### config.mk
export PLATFORM = sky130hd
export DESIGN_NAME = fb_pwrite_flat
export DESIGN_NICKNAME = d
export VERILOG_FILES = /design/src/rtl/fb_pwrite_pkg.sv /design/src/rtl/fb_pwrite_if.sv /design/src/rtl/fb_pfifo.sv /design/src/rtl/fb_pwrite.sv /design/src/flat_wrapper.sv
export SDC_FILE = /design/constraint.sdc
export NUM_CORES = 1
export LEC_CHECK = 0
export BUFFER_PORTS_ARGS = -buffer_cell sky130_fd_sc_hd__buf_2
export CAP_MARGIN = 10
export CORE_MARGIN = 1
export CORE_UTILIZATION = 50
export CTS_CLUSTER_DIAMETER = 120
export DETAILED_ROUTE_END_ITERATION = 10
export GPL_TIMING_DRIVEN = 0
export PLACE_DENSITY = 0.7
export SLEW_MARGIN = 20
export SYNTH_ARGS = -nofsm -noshare
export SYNTH_HDL_FRONTEND = slang
export SYNTH_SLANG_ARGS = --single-unit
### constraint.sdc
create_clock -name clk -period 7.05 [get_ports clk]
set_clock_uncertainty 0.2 [all_clocks]
set_input_delay 0.3525 -clock clk [delete_from_list [all_inputs] [get_ports clk]]
set_output_delay 0.3525 -clock clk [all_outputs]
set_load 0.02 [all_outputs]
### src/rtl/fb_pwrite_pkg.sv
// Shared gfx definitions: default widths, canvas geometry and the clip test.
package fb_pwrite_pkg;

  localparam int CORDW_D  = 16;
  localparam int COLRW_D  = 8;
  localparam int ADDRW_D  = 17;
  localparam int WIDTH_D  = 320;
  localparam int HEIGHT_D = 240;
  localparam int BASE_D   = 0;
  localparam int DEPTH_D  = 4;

  // Completion tracking after the drawer signals the end of a shape.
  typedef enum logic {
    DRAW_IDLE  = 1'b0,
    DRAW_FLUSH = 1'b1
  } draw_st_e;

  // True when a signed coordinate lies outside a w x h canvas.
  function automatic logic clip_test(input int x, input int y, input int w, input int h);
    return (x < 0) || (x >= w) || (y < 0) || (y >= h);
  endfunction

endpackage

### src/rtl/fb_pwrite_if.sv
// Drawer-side handshake, framebuffer write port and status of the pixel writer.
interface fb_pwrite_if
  import fb_pwrite_pkg::*;
#(
  parameter int CORDW = CORDW_D,
  parameter int COLRW = COLRW_D,
  parameter int ADDRW = ADDRW_D
);
  logic signed [CORDW-1:0] x;
  logic signed [CORDW-1:0] y;
  logic [COLRW-1:0]        colr;
  logic                    valid;
  logic                    oe;
  logic                    draw_done;
  logic                    mem_we;
  logic [ADDRW-1:0]        mem_addr;
  logic [COLRW-1:0]        mem_data;
  logic                    mem_ready;
  logic                    busy;
  logic                    done;
  logic [15:0]             cnt_clip;

  modport master (
    output x, y, colr, valid, draw_done, mem_ready,
    input  oe, mem_we, mem_addr, mem_data, busy, done, cnt_clip
  );

  modport slave (
    input  x, y, colr, valid, draw_done, mem_ready,
    output oe, mem_we, mem_addr, mem_data, busy, done, cnt_clip
  );
endinterface

### src/rtl/fb_pfifo.sv
// Small synchronous FIFO with occupancy count; head is visible combinationally.
module fb_pfifo #(
  parameter int DW    = 25,
  parameter int DEPTH = 4
) (
  input  logic                     clk,
  input  logic                     rst_n,
  input  logic                     push,
  input  logic [DW-1:0]            din,
  input  logic                     pop,
  output logic [DW-1:0]            dout,
  output logic [$clog2(DEPTH):0]   count
);
  localparam int AW = $clog2(DEPTH);

  logic [DW-1:0] mem [DEPTH];
  logic [AW-1:0] wp;
  logic [AW-1:0] rp;

  // Storage, pointers and count; storage is cleared so the head reads zero after reset.
  always_ff @(posedge clk or negedge rst_n) begin
    if (!rst_n) begin
      wp    <= '0;
      rp    <= '0;
      count <= '0;
      for (int i = 0; i < DEPTH; i++) mem[i] <= '0;
    end else begin
      if (push) begin
        mem[wp] <= din;
        wp      <= wp + 1'b1;
      end
      if (pop) rp <= rp + 1'b1;
      count <= count + (AW+1)'(push) - (AW+1)'(pop);
    end
  end

  assign dout = mem[rp];

endmodule

### src/rtl/fb_pwrite.sv
// Framebuffer pixel writer: clip, address, buffer and issue pixels to a stallable write port.
//
// state      | meaning
// DRAW_IDLE  | no draw_done outstanding
// DRAW_FLUSH | draw_done seen, waiting for S1 and FIFO to drain
module fb_pwrite
  import fb_pwrite_pkg::*;
#(
  parameter int CORDW  = CORDW_D,
  parameter int COLRW  = COLRW_D,
  parameter int ADDRW  = ADDRW_D,
  parameter int WIDTH  = WIDTH_D,
  parameter int HEIGHT = HEIGHT_D,
  parameter int BASE   = BASE_D,
  parameter int DEPTH  = DEPTH_D
) (
  input logic       clk,
  input logic       rst_n,
  fb_pwrite_if.slave bus
);
  localparam int CW = $clog2(DEPTH) + 1;
  localparam int DW = ADDRW + COLRW;

  logic signed [CORDW-1:0] px, py;
  logic                    accept, clip, s1_valid_next, s1_valid, pop, oe_next, oe_q;
  logic [ADDRW-1:0]        addr_calc, s1_addr;
  logic [COLRW-1:0]        s1_colr;
  logic [CW-1:0]           fifo_count, fifo_count_next;
  logic                    fifo_empty;
  logic [DW-1:0]           head;
  logic [15:0]             cnt_clip_q;
  draw_st_e                st, st_next;
  logic                    done_next, done_q;

  assign px            = bus.x;
  assign py            = bus.y;
  assign accept        = bus.valid && oe_q;
  assign clip          = clip_test(int'(px), int'(py), WIDTH, HEIGHT);
  assign addr_calc     = ADDRW'(BASE + int'(py) * WIDTH + int'(px));
  assign s1_valid_next = accept && !clip;

  // S1: register the addressed pixel, count clipped ones with saturation.
  always_ff @(posedge clk or negedge rst_n) begin
    if (!rst_n) begin
      s1_valid   <= 1'b0;
      s1_addr    <= '0;
      s1_colr    <= '0;
      cnt_clip_q <= '0;
    end else begin
      s1_valid <= s1_valid_next;
      if (s1_valid_next) begin
        s1_addr <= addr_calc;
        s1_colr <= bus.colr;
      end
      if (accept && clip && cnt_clip_q != 16'hFFFF) cnt_clip_q <= cnt_clip_q + 16'd1;
    end
  end

  fb_pfifo #(.DW(DW), .DEPTH(DEPTH)) u_fifo (
    .clk   (clk),
    .rst_n (rst_n),
    .push  (s1_valid),
    .din   ({s1_addr, s1_colr}),
    .pop   (pop),
    .dout  (head),
    .count (fifo_count)
  );

  assign fifo_empty      = (fifo_count == '0);
  assign pop             = !fifo_empty && bus.mem_ready;
  assign fifo_count_next = fifo_count + CW'(s1_valid) - CW'(pop);
  // Threshold leaves one slot for the accept that lands while oe is still high.
  assign oe_next = ((CW+1)'(fifo_count_next) + (CW+1)'(s1_valid_next)) <= (CW+1)'(DEPTH - 2);

  // Completion next-state: drain after draw_done, extra draw_done while flushing is absorbed.
  always_comb begin
    st_next   = st;
    done_next = 1'b0;
    case (st)
      DRAW_IDLE:  if (bus.draw_done) st_next = DRAW_FLUSH;
      DRAW_FLUSH: if (!s1_valid && fifo_empty) begin
        st_next   = DRAW_IDLE;
        done_next = 1'b1;
      end
      default:    st_next = DRAW_IDLE;
    endcase
  end

  // Control registers: completion state, done pulse and drawer output enable.
  always_ff @(posedge clk or negedge rst_n) begin
    if (!rst_n) begin
      st     <= DRAW_IDLE;
      done_q <= 1'b0;
      oe_q   <= 1'b0;
    end else begin
      st     <= st_next;
      done_q <= done_next;
      oe_q   <= oe_next;
    end
  end

  assign bus.oe       = oe_q;
  assign bus.mem_we   = !fifo_empty;
  assign bus.mem_addr = head[DW-1:COLRW];
  assign bus.mem_data = head[COLRW-1:0];
  assign bus.busy     = (st == DRAW_FLUSH) || s1_valid || !fifo_empty || accept;
  assign bus.done     = done_q;
  assign bus.cnt_clip = cnt_clip_q;

endmodule
### src/flat_wrapper.sv
// flat-port wrapper written by rule: the top's interface ports become plain ports
module fb_pwrite_flat import fb_pwrite_pkg::*;
#(
  parameter int CORDW  = CORDW_D,
  parameter int COLRW  = COLRW_D,
  parameter int ADDRW  = ADDRW_D,
  parameter int WIDTH  = WIDTH_D,
  parameter int HEIGHT = HEIGHT_D,
  parameter int BASE   = BASE_D,
  parameter int DEPTH  = DEPTH_D
)
  (clk, rst_n, bus_x, bus_y, bus_colr, bus_valid, bus_draw_done, bus_mem_ready, bus_oe, bus_mem_we, bus_mem_addr, bus_mem_data, bus_busy, bus_done, bus_cnt_clip);
  fb_pwrite_if #(.CORDW(CORDW), .COLRW(COLRW), .ADDRW(ADDRW)) bus_i ();
  input logic clk;
  input logic rst_n;
  input wire logic [$bits(bus_i.x)-1:0] bus_x;
  input wire logic [$bits(bus_i.y)-1:0] bus_y;
  input wire logic [$bits(bus_i.colr)-1:0] bus_colr;
  input wire logic [$bits(bus_i.valid)-1:0] bus_valid;
  input wire logic [$bits(bus_i.draw_done)-1:0] bus_draw_done;
  input wire logic [$bits(bus_i.mem_ready)-1:0] bus_mem_ready;
  output wire logic [$bits(bus_i.oe)-1:0] bus_oe;
  output wire logic [$bits(bus_i.mem_we)-1:0] bus_mem_we;
  output wire logic [$bits(bus_i.mem_addr)-1:0] bus_mem_addr;
  output wire logic [$bits(bus_i.mem_data)-1:0] bus_mem_data;
  output wire logic [$bits(bus_i.busy)-1:0] bus_busy;
  output wire logic [$bits(bus_i.done)-1:0] bus_done;
  output wire logic [$bits(bus_i.cnt_clip)-1:0] bus_cnt_clip;
  assign bus_i.x = bus_x;
  assign bus_i.y = bus_y;
  assign bus_i.colr = bus_colr;
  assign bus_i.valid = bus_valid;
  assign bus_i.draw_done = bus_draw_done;
  assign bus_i.mem_ready = bus_mem_ready;
  assign bus_oe = bus_i.oe;
  assign bus_mem_we = bus_i.mem_we;
  assign bus_mem_addr = bus_i.mem_addr;
  assign bus_mem_data = bus_i.mem_data;
  assign bus_busy = bus_i.busy;
  assign bus_done = bus_i.done;
  assign bus_cnt_clip = bus_i.cnt_clip;
  fb_pwrite #(.CORDW(CORDW), .COLRW(COLRW), .ADDRW(ADDRW), .WIDTH(WIDTH), .HEIGHT(HEIGHT), .BASE(BASE), .DEPTH(DEPTH)) u_core (.clk(clk), .rst_n(rst_n), .bus(bus_i));
endmodule
==> metrics.yaml, run 1 <==
ys_async_sr_fraction_pct: 100
rsz0062_at_grt: "no"
place.gp.congestion: 0.776
hold_path_depth: 3
routed_via_density: 5.46
drcViolationCount: 0
finalWirelength_mm: 14.8
start_util_pct: 52.1
p_leak_nw: 4.61
hold_path_end: "u_core.u_fifo.rp[0]$_DFFE_PN0P_"
chipHeight_um: 123
vias: 4776
ff2ff_setup_slack_ns: 4.06
synth_edf_count: 0
cp_data_arrival_time_ns: 3.21
coreArea_um2: 14100
clock-sinks: 152
power_mw: 2.41
drtPass1Iterations: 6
synth_mux_area_share_pct: 23.3
synth_seq_area_share_pct: 51.6
cts_resized: 0
synth_seq_cells: 152
min_period_ns: 3.13
cp_max_fo: 3
synth_top_family_by_area: "multiplexers"
grt_pass1_vias: 4994
worstRegToRegCells: 11
synth-xor-area-share_pct: 4.28
synth_nets: 640
finalSetupTns_ns: 0
slew_headroom_pct: 48.1
finalNetCount: 765
area_growth_pct: 20.4
post_cts.repair.setup_buffers: 0
grt_max_degree: 84
cts_max_level: 4
utilization_pct: 62.7
finalSetupViolCount: 0
cts_tree: "built"
clk_latency_ns: 0.42
r2r-start: "u_core.u_fifo.count[0]$_DFF_PN0_"
syn_inst: 558
reg2reg_to: "u_core.bus.oe$_DFF_PN0_"
portBuffers: 89
first_iter_violations: 269
p_per_area_nw_per_um2: 272
dp_hpwl_mm: 10.2
cts.path.max_buffers: 2
startpoint_type: "input port"
diodes: 0
wl_per_cell_um: 16.9
tritoncts.num_buffers: 17
fin_crit_sh_pct: 44.3
antenna_found_initial: 0
fillCellCount: 1111
grt_pass1_wl_mm: 24.9
drv_cap: 0
die_area_um2: 15200
setup.worst_path.class: "input port to flip-flop"
hold_class: "input port to flip-flop"
synth_cell_types: 46
hold_violations: 0
avgSynthCellArea_um2: 13.2
min_from: "bus_mem_ready"
status: "finished clean"
slew_viol_final: 0
ant_nets: 0
worstPathRequired_ns: 7.14
clk_pin_slew_ns: 0.06
synth_area_um2: 7370
synth_compound_area_share_pct: 3.23
root_buffer: "clkbuf_16"
vdd_ir_drop_max_v: 0.000182
synth_simple_gate_area_share_pct: 8.75
drive_gt1_share_pct: 37.1
overflow: 0
rows: 43
grt_usage_pct: 21.9
yosysWarningCount: 0
die_x_um: 123
whs_ns: 0.148
max_freq_mhz: 320
synthFlopType: "dfrtp_1"
cts_hold_repair.buffers: 16
endpoint_kind: "flip-flop"
io_pins: 90
synthAdderAreaFrac_pct: 6.59
worst_slew_pin_slew_ns: 0.779
layer usage:
metal | track usage, % | part of all wire [%] | routed length (µm)
met1 | 28.0 | 45 | 6740
met2 | 36.3 | 49 | 7220
met3 | 4.94 | 4.0 | 590
met4 | 8.21 | 1.9 | 279
met5 | 0 | 0 | 0
kinds of logic (layout without fill, tap and decap cells):
| logic type | after synthesis | count (layout) |
|---|---|---|
| compound gates | 38 | 38 |
| buf+inv | 39 | 176 |
| xor+xnor | 36 | 36 |
| mux | 127 | 127 |
| simple gates | 129 | 129 |
| flops | 152 | 152 |
| fa+ha+maj | 37 | 37 |
synth_stat cells, drive strengths merged (7+ instances only):
master  count  area share, %
dfrtp     152             52
mux2      102             16
nand2      72            3.7
ha         34            5.8
mux4       25            7.6
xor2       22            2.6
inv        18           0.92
nor2       18            1.2
o21ai      16            1.1
clkbuf     15           0.76
xnor2      14            1.7
nand3       7           0.48
nor4        7           0.93
where the power goes:
group	leakage (nW)	internal [mW]	switching, mW	total (mW)
registers	2.10	0.913	0.0333	0.946
clock network	0.314	0.619	0.341	0.960
logic	2.19	0.215	0.288	0.503
total	4.61	1.75	0.662	2.41
state kept, by name, indices dropped and copies added, names as in the netlist:
signal	flops
u_core.u_fifo.count	3
u_core.bus.cnt_clip	16
u_core.s1_addr	17
u_core.u_fifo.wp	2
u_core.bus.oe	1
u_core.s1_valid	1
u_core.s1_colr	8
u_core.bus.done	1
u_core.u_fifo.mem	100
u_core.st	1
u_core.u_fifo.rp	2
per-stage QoR:
step	instances	instance area, µm²	setup WS, ns
6_report	875	8870	3.92
4_1_cts	875	8870	3.87
3_5_place_dp	828	8070	3.50
2_1_floorplan	558	7370	3.90
3_3_place_gp	827	8040	3.40
5_1_grt	875	8870	3.65
how the worst max path moves through the flow:
stage / from / end / cells past startpoint
after floorplan: bus_y[1] / u_core.s1_addr[16]$_DFFE_PN0P_ / 14
after global placement: rst_n / u_core.u_fifo.mem[16]$_DFFE_PN0P_ / 1
after detailed placement: bus_y[1] / u_core.s1_addr[16]$_DFFE_PN0P_ / 15
after CTS: u_core.u_fifo.rp[0]$_DFFE_PN0P_ / bus_mem_addr[6] / 4
after global routing: bus_y[1] / u_core.s1_addr[16]$_DFFE_PN0P_ / 15
final: bus_y[1] / u_core.s1_addr[16]$_DFFE_PN0P_ / 15
cells in the final DEF (no fill, tap or decap), types with 3 or more instances in the layout:
cell,netlist,layout
o21ai_0,5,5
clkbuf_8,0,7
mux2_1,11,11
mux4_2,25,25
nand2_1,72,72
nor3_1,4,4
nor2_2,7,7
a21o_1,4,4
xnor2_1,14,14
o21a_1,3,3
nor2_1,11,11
clkbuf_16,0,17
o21ai_1,11,11
nor4_2,4,4
mux2_2,90,90
dlygate4sd3_1,0,16
nor4_1,3,3
dfrtp_1,152,152
inv_1,17,17
bufinv_16,0,3
buf_2,2,90
a21oi_1,6,6
nand4_1,4,4
fa_1,3,3
nand3_1,7,7
clkbuf_1,15,15
xor2_1,22,22
clkinv_2,0,3
and3_1,3,3
ha_1,34,34
critical path, cell delays in order:
cell and delay (ns):
buf_2 0.12, ha_1 0.27, ha_1 0.16, inv_1 0.06, fa_1 0.40, nor2b_1 0.14, o21ai_0 0.10, a21oi_1 0.21
nor2_1 0.08, ha_1 0.32, a2111o_1 0.43, o21ai_1 0.20, o21ai_0 0.14, xnor2_1 0.15, o21ai_1 0.07
cell type report:
cell class / instances / area, µm² / area share, %
Tap cell: 180 / 225 / 2.54
Clock inverter: 7 / 113 / 1.27
Clock buffer: 24 / 522 / 5.88
Sequential cell: 152 / 3800 / 42.9
Buffer: 21 / 96.3 / 1.09
Multi-Input combinational cell: 367 / 3400 / 38.3
Timing Repair Buffer: 106 / 643 / 7.25
Inverter: 18 / 67.6 / 0.762
(Power assumes the default switching activity.)
==> run 2: changes to the inputs <==
ABC_AREA = 1   (was default)
clock period = 3.04 ns   (was 7.05 ns; I/O delays follow)
==> metrics.yaml, run 2 <==
dp_hpwl_mm: 13.2
drcViolationCount: 0
utilization_pct: 61.2
p_leak_nw: 4.61
first_iter_violations: 347
yosys.area.top_type_share_pct: 49.3
synth_seq_cells: 152
tritoncts.num_buffers: 17
vias: 6667
slew_headroom_pct: 60.8
overflow: 0
endpoint_kind: "flip-flop"
synth_edf_count: 0
worst_slew_pin_slew_ns: 0.588
diodes: 0
hold_violations: 0
worstPathRequired_ns: 3.15
cp_max_fo: 4
multi_input_comb_area_um2: 3400
yosysTopAreaCell: "dfrtp_1"
status: "finished clean"
grt_max_degree: 90
regMostFlops: "u_core.u_fifo.mem"
synthFlopType: "dfrtp_1"
startpoint_type: "input port"
p_per_area_nw_per_um2: 713
cts_tree: "built"
synthTopCellsByCount: "nand2_1 (252), o21ai_0 (179), dfrtp_1 (152), nor2_1 (87), inv_1 (83)"
avgSynthCellArea_um2: 8.17
hold_class: "input port to asynchronous set/reset pin"
clock-sinks: 152
fin_crit_sh_pct: 90.5
synth_seq_area_share_pct: 49.3
root_buffer: "clkbuf_16"
coreArea_um2: 15100
start_util_pct: 51.0
yosysWarningCount: 0
finalWirelength_mm: 19.0
drive_gt1_share_pct: 12.7
whs_ns: 0.0487
cts_max_level: 4
cts.path.max_buffers: 2
clk_pin_slew_ns: 0.06
min_period_ns: 2.75
drv_cap: 0
antenna_found_initial: 0
cp_data_arrival_time_ns: 2.86
vdd_ir_drop_max_v: 0.000434
finalSetupViolCount: 0
drtPass1Iterations: 5
final_common_cell: "nand2_1"
io_pins: 90
synth_nets: 1027
synth_area_um2: 7720
fillCellCount: 1376
portBuffers: 89
regArea_um2: 3800
grt_usage_pct: 25.6
final_cell_mix: "nand2_1 (252), o21ai_0 (178), dfrtp_1 (152), buf_2 (92), nor2_1 (87)"
yosys-top-cells-area: "dfrtp_1 (49%), nand2_1 (12%), o21ai_0 (12%)"
area_growth_pct: 20.1
wl_per_cell_um: 14.9
die_area_um2: 15900
grt_pass1_vias: 6575
syn_inst: 945
place.gp.congestion: 0.868
max_freq_mhz: 364
chipHeight_um: 126
rows: 45
largest_reg_flops: 100
yosysMostFrequentCell: "nand2_1"
ys_async_sr_fraction_pct: 100
clk_latency_ns: 0.43
ant_nets: 0
rsz0062_at_grt: "no"
slew_viol_final: 0
routed_via_density: 5.22
synth_cell_types: 34
setup.worst_path.class: "input port to flip-flop"
grt_pass1_wl_mm: 31.7
finalNetCount: 1158
die_x_um: 126
[run 2: changes by cell type after synthesis, sizes merged, moves of 8 or more]
cell,previous run,this run
nand2,72,253
o21ai,16,180
mux2,102,0
nor2,18,88
inv,18,84
mux4,25,0
o22ai,0,25
nand3,7,25
clkbuf,15,29
buf,6,14
[run 2: stage by stage]
stage               instances  area [µm²]  power, mW  TNS, ns  worst slack [ns]
detailed placement       1223        8440       4.45   -0.255            -0.255
CTS                      1277        9270       6.64        0             0.166
finish                   1277        9270       6.61        0             0.289
floorplan                 945        7720       3.72        0             0.192
global placement         1222        8400       4.43   -91.26            -0.611
global route             1277        9270       6.97        0            0.0720
[run 2: worst paths after layout]
check	endpoint	start	cells after the start	slack, ns
max	u_core.s1_addr[16]$_DFFE_PN0P_	bus_y[1]	19	0.29
min	u_core.u_fifo.mem[1]$_DFFE_PN0P_	rst_n	2	0.05
min reg2reg	u_core.u_fifo.mem[39]$_DFFE_PN0P_	u_core.u_fifo.mem[39]$_DFFE_PN0P_	2	0.28
max in group asynchronous	u_core.s1_addr[14]$_DFFE_PN0P_	rst_n	3	1.81
min in group clk	u_core.s1_addr[14]$_DFFE_PN0P_	bus_x[14]	5	0.06
max reg2reg	u_core.bus.oe$_DFF_PN0_	u_core.u_fifo.count[1]$_DFF_PN0_	13	0.35
[run 2: cells by family (layout without fill, tap and decap cells)]
family | after synthesis | in the layout | share of synthesized area [%]
xor gates and xnor gates | 27 | 27 | 3.06
buffers and inverters | 127 | 271 | 6.65
AOI/OAI and AO/OA | 218 | 218 | 14.7
adders and majority gates | 37 | 37 | 6.29
DFF | 152 | 152 | 49.3
and+or+nand+nor | 384 | 384 | 20.0
[run 2: repair_timing]
action / in CTS / in global routing
setup buffers: 0 / 0
hold buffers: 22 / 0
endpoints found under the setup margin: 0 / 1
endpoints found under the hold margin: 172 / 0
resized for setup: 0 / 1
[run 2: per-layer routing]
layer  global-route usage (%)  wire [µm]  vias to the layer above
li1                         -          -                     3324
met4                     7.80        314                        0
met5                        0          0                        -
met1                     32.8       8510                     3154
met2                     43.6       9270                      170
met3                     5.35        949                       19
[run 2: layout make-up]
class | count | area share (%)
plain buffers | 43 | 2.13
well taps | 188 | 2.54
clock buffers | 26 | 5.71
inverters | 84 | 3.40
multi-input cells | 666 | 36.7
repair buffers | 112 | 7.59
clock inverters | 6 | 0.918
flip-flops and latches | 152 | 41.0
[run 2: worst max-delay path: stages]
cell,delay [ns]
buf_2,0.12
ha_1,0.28
ha_1,0.16
inv_1,0.05
fa_1,0.40
o21ai_1,0.21
nand2_1,0.07
a21boi_0,0.24
nor2_1,0.07
nand2_1,0.06
nand2_1,0.06
ha_1,0.34
nand2_1,0.09
nor2_1,0.14
nand3_1,0.09
nand3_1,0.12
nand3_1,0.08
nand3_1,0.08
nand2_1,0.04
[run 2: power breakdown]
part	internal, mW	total [mW]	switching [mW]
Sequential	2.11	2.18	0.0779
Combinational	0.769	2.26	1.49
Clock	1.36	2.16	0.799
==> run 3: changes to the inputs <==
PLACE_DENSITY = 0.81   (was 0.7)
==> metrics.yaml, run 3 (synthesized netlist as in run 2, its figures left out) <==
status: "finished clean"
hold_path_end: "u_core.s1_addr[11]$_DFFE_PN0P_"
path_buf_inv: 3
coreArea_um2: 15100
grt_pass1_wl_mm: 32.0
final_common_cell: "nand2_1"
critPathTopFamily: "adder cells"
cp_max_fo: 4
largest_reg_flops: 100
die_x_um: 126
cpMaxStageDelayCell: "dfrtp_1"
diodes: 0
slew_viol_final: 0
max_freq_mhz: 357
utilization_pct: 61.0
grt_usage_pct: 25.7
worst_slew_pin_slew_ns: 0.600
root_buffer: "clkbuf_16"
final_cell_mix: "nand2_1 (252), o21ai_0 (178), dfrtp_1 (152), buf_2 (92), nor2_1 (87)"
worstPathRequired_ns: 3.15
layout_setup_ws_ns: 0.240
setup.worst_path.class: "flip-flop to flip-flop"
hold_class: "input port to flip-flop"
crit_chain: "nor3_1, inv_1, nand2_1, inv_1, ha_1, inv_1, ha_1, fa_1, xnor2_1, xor2_1, nand2_1, o21ai_0, a21oi_1"
endpoint_kind: "flip-flop"
grt_max_degree: 80
portBuffers: 89
vdd_ir_drop_max_v: 0.000437
cp.depth: 13
rows: 45
startpoint_type: "flip-flop"
finalWirelength_mm: 19.5
first_iter_violations: 509
grt_pass1_vias: 6647
hold_violations: 0
dp_hpwl_mm: 13.4
vias: 6859
hold_path_depth: 6
drive_gt1_share_pct: 12.9
ff2ff_setup_slack_ns: 0.24
cpMostUsedCell: "inv_1"
p_per_area_nw_per_um2: 721
dp_slack_ns: -0.239
area_growth_pct: 19.7
r2r-start: "u_core.u_fifo.count[1]$_DFF_PN0_"
wl_per_cell_um: 15.3
p_leak_nw: 4.60
fin_crit_sh_pct: 92.1
tritoncts.num_buffers: 17
clk_pin_slew_ns: 0.06
slew_headroom_pct: 60.0
min_from: "bus_y[11]"
finalNetCount: 1155
cts_max_level: 4
drv_cap: 0
worstRegToRegCells: 13
start_util_pct: 51.0
io_pins: 90
finalSetupTns_ns: 0
chipHeight_um: 126
min_period_ns: 2.80
cp_data_arrival_time_ns: 2.91
overflow: 0
antenna_found_initial: 0
ant_nets: 0
drcViolationCount: 0
finalSetupViolCount: 0
drtPass1Iterations: 5
whs_ns: 0.00153
place.gp.congestion: 0.906
rsz0062_at_grt: "no"
clk_latency_ns: 0.43
clock-sinks: 152
critPathMaxStageDelay_ns: 0.40
die_area_um2: 15900
cts.path.max_buffers: 2
regMostFlops: "u_core.u_fifo.mem"
routed_via_density: 5.38
cts_tree: "built"
reg2reg_to: "u_core.bus.oe$_DFF_PN0_"
## run 3: how the worst max path moves through the flow
stage | startpoint | end | slack [ns]
2_1_floorplan | bus_y[1] | u_core.s1_addr[16]$_DFFE_PN0P_ | 0.19
3_3_place_gp | rst_n | u_core.bus.cnt_clip[5]$_DFFE_PN0P_ | -0.54
3_5_place_dp | bus_y[1] | u_core.s1_addr[16]$_DFFE_PN0P_ | -0.24
4_1_cts | bus_y[1] | u_core.s1_addr[16]$_DFFE_PN0P_ | 0.20
5_1_grt | bus_y[1] | u_core.s1_addr[16]$_DFFE_PN0P_ | 0.02
6_report | u_core.u_fifo.count[1]$_DFF_PN0_ | u_core.bus.oe$_DFF_PN0_ | 0.24
## run 3: worst register-to-register path, cell delays in order, from the launching register on
cell,delay [ns]
dfrtp_1,0.40
nor3_1,0.20
inv_1,0.11
nand2_1,0.14
inv_1,0.09
ha_1,0.28
inv_1,0.04
ha_1,0.21
fa_1,0.38
xnor2_1,0.18
xor2_1,0.26
nand2_1,0.07
o21ai_0,0.08
a21oi_1,0.06
## run 3: area by class of cell
class,count,area (µm²)
Buffer,43,198
Clock buffer,17,425
Clock inverter,15,184
Fill cell,1294,5910
Inverter,84,315
Multi-Input combinational cell,666,3400
Sequential cell,152,3800
Tap cell,188,235
Timing Repair Buffer,109,673
## run 3: timing repair
action / CTS / global route
endpoints found under the setup margin: 0 / 1
gates resized for setup: 0 / 1
hold buffers: 19 / 0
hold endpoints to repair: 98 / 0
buffers inserted: 0 / 0
## run 3: metal layers
layer  up-vias  share of wire, %  GRT usage (%)
li1       3324                 -              -
met1      3244                43           32.7
met2       259                49           43.1
met3        32               6.4           5.40
met4         0               1.8           9.71
met5         -                 0              0
## run 3: power breakdown
part	leakage [nW]	internal, mW	switching (mW)
Combinational	2.30	0.768	1.52
Clock	0.302	1.36	0.826
Sequential	2.00	2.11	0.0820
Total	4.60	4.23	2.42
## run 3: metrics by stage
step	cell area, µm²	std cells	power, mW
after floorplan	7720	945	3.72
after global placement	8400	1222	4.40
after detailed placement	8440	1223	4.45
after CTS	9240	1274	6.66
after global routing	9240	1274	7.02
final	9240	1274	6.66
